===== config.mk =====
export PLATFORM = sky130hd
export DESIGN_NAME = serial_add_ctrl
export DESIGN_NICKNAME = d
export VERILOG_FILES = /design/src/rtl/serial_add_ctrl.sv
export SDC_FILE = /design/constraint.sdc
export NUM_CORES = 1
export LEC_CHECK = 0
export BUFFER_PORTS_ARGS = -buffer_cell sky130_fd_sc_hd__buf_2
export CAP_MARGIN = 10
export CORE_ASPECT_RATIO = 1.2
export CORE_MARGIN = 2
export CORE_UTILIZATION = 40
export CTS_CLUSTER_DIAMETER = 100
export DETAILED_ROUTE_END_ITERATION = 6
export SYNTH_ARGS = -nofsm -noshare
export SYNTH_HDL_FRONTEND = slang
export SYNTH_SLANG_ARGS = --single-unit

===== constraint.sdc =====
create_clock -name clk -period 1.4 [get_ports clk]
set_input_delay 0.21 -clock clk [delete_from_list [all_inputs] [get_ports clk]]
set_output_delay 0.21 -clock clk [all_outputs]
set_load 0.1 [all_outputs]

===== src/rtl/serial_add_ctrl.sv =====
// Bit-serial adder sequencer: drives an external 1-bit full adder LSB first,
// one bit per clock, with a start/busy/done handshake and registered result.
module serial_add_ctrl #(
  parameter int WIDTH = 8
) (
  input  logic             clk,
  input  logic             rst,
  input  logic             start,
  input  logic [WIDTH-1:0] a_in,
  input  logic [WIDTH-1:0] b_in,
  input  logic             cin,
  output logic             fa_a,
  output logic             fa_b,
  output logic             fa_c,
  input  logic             fa_s,
  input  logic             fa_d,
  output logic             busy,
  output logic             done,
  output logic [WIDTH-1:0] sum,
  output logic             cout
);

  localparam int CW = $clog2(WIDTH) + 1;

  typedef enum logic [1:0] {
    IDLE = 2'd0,
    ADD  = 2'd1,
    DONE = 2'd2
  } state_t;

  state_t           state, state_n;
  logic [WIDTH-1:0] a_sr, b_sr, res_sr;
  logic [WIDTH-1:0] res_next;
  logic             carry;
  logic [CW-1:0]    count;
  logic             last_bit;

  assign res_next = {fa_s, res_sr[WIDTH-1:1]};
  assign last_bit = (count == CW'(WIDTH - 1));

  always_comb begin
    state_n = state;
    fa_a    = 1'b0;
    fa_b    = 1'b0;
    fa_c    = 1'b0;
    busy    = 1'b1;
    done    = 1'b0;
    case (state)
      IDLE: begin
        busy = 1'b0;
        if (start) state_n = ADD;
      end
      ADD: begin
        fa_a = a_sr[0];
        fa_b = b_sr[0];
        fa_c = carry;
        if (last_bit) state_n = DONE;
      end
      DONE: begin
        done    = 1'b1;
        state_n = IDLE;
      end
      default: state_n = IDLE;
    endcase
  end

  always_ff @(posedge clk) begin
    if (rst) begin
      state  <= IDLE;
      a_sr   <= '0;
      b_sr   <= '0;
      res_sr <= '0;
      carry  <= 1'b0;
      count  <= '0;
      sum    <= '0;
      cout   <= 1'b0;
    end else begin
      state <= state_n;
      case (state)
        IDLE: begin
          if (start) begin
            a_sr  <= a_in;
            b_sr  <= b_in;
            carry <= cin;
            count <= '0;
          end
        end
        ADD: begin
          res_sr <= res_next;
          carry  <= fa_d;
          a_sr   <= a_sr >> 1;
          b_sr   <= b_sr >> 1;
          count  <= count + 1'b1;
          // result is committed on the final bit edge, including that bit
          if (last_bit) begin
            sum  <= res_next;
            cout <= fa_d;
          end
        end
        default: ;
      endcase
    end
  end

endmodule

==> flow_metrics.env <==
export IMPL_seq_area_frac_synth_pct=44.4
export IMPL_cpPeakStageDelay_ps=360
export IMPL_first_pass_iters=4
export IMPL_hp_start="a_in[7]"
export IMPL_drive_gt1_share_pct=31.8
export IMPL_rows=26
export IMPL_maxCapViolations=0
export IMPL_drc=0
export IMPL_power_w=0.00237
export IMPL_critical_path_class="reg -> out"
export IMPL_synth_mux_area_share_pct=5.12
export IMPL_met1_usage_pct=18.7
export IMPL_combPwrFrac_pct=18.6
export IMPL_relSlewSlack_pct=67.8
export IMPL_clkPwrFrac_pct=30.3
export IMPL_critical_path_endpoint_type="primary output"
export IMPL_synth_top_family_by_area="simple AND/OR/NAND/NOR gates"
export IMPL_cts_buffers=5
export IMPL_rr_worst_depth=4
export IMPL_cp_arrival_ps=1230
export IMPL_synth_edf_count=0
export IMPL_clk_latency_ps=290
export IMPL_reg2reg_slack_ps=90
export IMPL_required_ps=1190
export IMPL_grt_overflow=0
export IMPL_rsz0062_at_grt="true"
export IMPL_drt_initial_drc_count=51
export IMPL_grt_pass1_wl_mm=6.13
export IMPL_total_leakage_power_nw=0.920
export IMPL_switchingPower_w=0.000634
export IMPL_syn_nets=219
export IMPL_clkTransAtPathRegs_ps=70
export IMPL_syn2layout_area_growth_pct=29.2
export IMPL_fp_dieW_um=64.5
export IMPL_finClkSkew_ps=4.23
export IMPL_tritoncts="done"
export IMPL_ys_warn_count=0
export IMPL_power_density_nw_per_um2=1040
export IMPL_synthSimpleGateAreaFrac_pct=34.3
export IMPL_synthTopCellsByCount="dfxtp_1 (39), nand2b_1 (31), a21oi_1 (18)"
export IMPL_ant_nets=0
export IMPL_final_util_pct=53.7
export IMPL_grt_start_max_net_pins=37
export IMPL_fin_crit_ps=1440
export IMPL_synth_xor_area_share_pct=0
export IMPL_violations="negative setup slack"
export IMPL_start_util_pct=41.6
export IMPL_grt_pass1_vias=1351
export IMPL_ctsLongestPathBuffers=2
export IMPL_setup_violations_final=4
export IMPL_coreArea_sq_um=4230
export IMPL_status="finished with violations"
export IMPL_met2_usage_pct=27.2
export IMPL_min_delay_worst_endpoint="a_sr[7]"
export IMPL_fin_ws_ps=-36.7
export IMPL_grt_most_used_layer="met2"
export IMPL_hold_path_cell_count=2
export IMPL_tightestPinTransition_ps=487
export IMPL_n_antenna_cell=0
export IMPL_cp_slowest_cell="dfxtp_4"
export IMPL_yosys_area_top_type="dfxtp_1"
export IMPL_grtUsageTotal_pct=15.7
export IMPL_rr_startpoint="state[0]"
export IMPL_synth_fa_ha_area_share_pct=0.712
export IMPL_max_freq_ghz=0.696
export IMPL_numClockSinks=39
export IMPL_vias_per_cell=4.82
export IMPL_htreeDepth=2
export IMPL_ys_top_cells_by_area="dfxtp_1 (44%), nand2b_1 (11%), a21oi_1 (5.1%)"
export IMPL_async_flop_share_pct=0
export IMPL_r2r_end="a_sr[1]"
export IMPL_gp_congestion=0.757
export IMPL_syn_inst=196
export IMPL_power_frac_seq_pct=51.1
export IMPL_hold_violations=0
export IMPL_cts_root_buf="clkbuf_8"
export IMPL_worstSetupStartpointType="flop"
export IMPL_boundaryPins=36
export IMPL_timing_hold_ws_ps=131
export IMPL_cp_max_fo=4
export IMPL_synth_most_common_cell="dfxtp_1"
export IMPL_wl_per_cell_um=12.4
export IMPL_place_port_buffers=35
export IMPL_synthDistinctLibCells=31
export IMPL_intPower_w=0.00173
export IMPL_fin_nets=264
export IMPL_ir_drop_v=0.000668
export IMPL_vias=1437
export IMPL_die_h_um=76.6
export IMPL_finalCritPeriodShare_pct=103
export IMPL_antenna_found_initial=0
export IMPL_drt_total_wl_mm=3.68
export IMPL_ys_seq_elements=39
export IMPL_hold_buffers=0
export IMPL_hold_class="in -> reg"
export IMPL_synth_main_ff_cell="dfxtp_1"
export IMPL_yosys_area_top_type_share_pct=44.4
export IMPL_dieArea_sq_um=4940
export IMPL_dpl_hpwl_mm=2.63
export IMPL_avgSynthCellArea_sq_um=8.97
export IMPL_synth_compound_area_share_pct=11.0
export IMPL_switching_share_pct=26.8
export IMPL_use_met3_pct=4.58
export IMPL_maxSlewViolCount=0
export IMPL_netlist_area_sq_um=1760
export IMPL_crit_chain="and2b_2 -> and2_4 -> buf_12"
power groups by stage:
stage	Sequential [W]	Clock, W	Combinational [W]
3_5_place_dp	0.00124	0	0.000438
6_report	0.00121	0.000717	0.000439
5_1_grt	0.00122	0.000782	0.000479
4_1_cts	0.00121	0.000743	0.000444
2_1_floorplan	0.00123	0	0.000294
3_3_place_gp	0.00124	0	0.000435
routing by layer:
metal	up-vias	wire length, um	part of all wire, %
met5	-	0	0
met4	0	38	1.0
met3	4	188	5.1
met2	32	1810	49
met1	649	1650	45
li1	752	-	-
placed cells by master (no fill, tap or decap), types with 3 or more instances in the layout:
cell / netlist / layout
a22o_1: 3 / 3
a21oi_1: 18 / 18
a221o_1: 4 / 4
clkbuf_8: 0 / 5
nor3_1: 11 / 11
and2_4: 0 / 3
nand2_1: 15 / 15
nand2b_1: 31 / 31
mux2i_1: 9 / 9
buf_4: 1 / 13
dfxtp_1: 39 / 37
or3b_1: 4 / 4
buf_2: 3 / 30
and2_1: 7 / 4
or3b_2: 7 / 7
nor2_1: 14 / 14
buf_12: 0 / 7
worst max path at each step:
stage,slack (ps),endpoint,from
after floorplan,-70,done,state[1]
after global placement,90,sum[5],count[0]
after detailed placement,60,sum[2],count[0]
after CTS,-50,fa_a,state[1]
after global routing,-80,fa_a,state[1]
final,-40,fa_a,state[1]
through the flow:
stage	setup WS, ps	TNS [ps]	cell area, sq um	instances
4_1_cts	-51.5	-149	2250	296
3_5_place_dp	64.4	0	2150	287
3_3_place_gp	90.5	0	2150	287
6_report	-36.7	-92.3	2270	298
5_1_grt	-84.9	-275	2270	298
2_1_floorplan	-72.6	-81.8	1780	196
layout make-up:
class                   count  area, sq um
repair buffers             52          410
flip-flops and latches     39          788
fillers                   421         1960
well taps                  56         70.1
multi-input cells         143          921
clock inverters             1         5.00
clock buffers               7         76.3
registers in the layout, summed over array words and instances (netlist names):
register / flops
state: 2
res_sr: 7
cout: 1
carry: 1
b_sr: 8
a_sr: 8
count: 4
sum: 8
worst max-delay path: cells and delay by family (launching register included):
family	cells	cell delay, ps
DFF	1	360
buffers and inverters	1	170
and+or+nand+nor	2	420
kinds of logic after synthesis:
family,after synthesis
AND/OR/NAND/NOR,103
flip-flops,39
AO/OA/AOI/OAI,30
buffers and inverters,14
multiplexers,9
adder cells (fa/ha/maj),1
repair_timing:
item | 4_1_cts | 5_1_grt
buffers inserted | 1 | 2
setup endpoints to repair | 5 | 7
pin swaps | 2 | 0
cloned | 0 | 0
resized for setup | 7 | 1
endpoints found under the hold margin | 0 | 0
No activity file was read; power rests on OpenSTA's default activity.
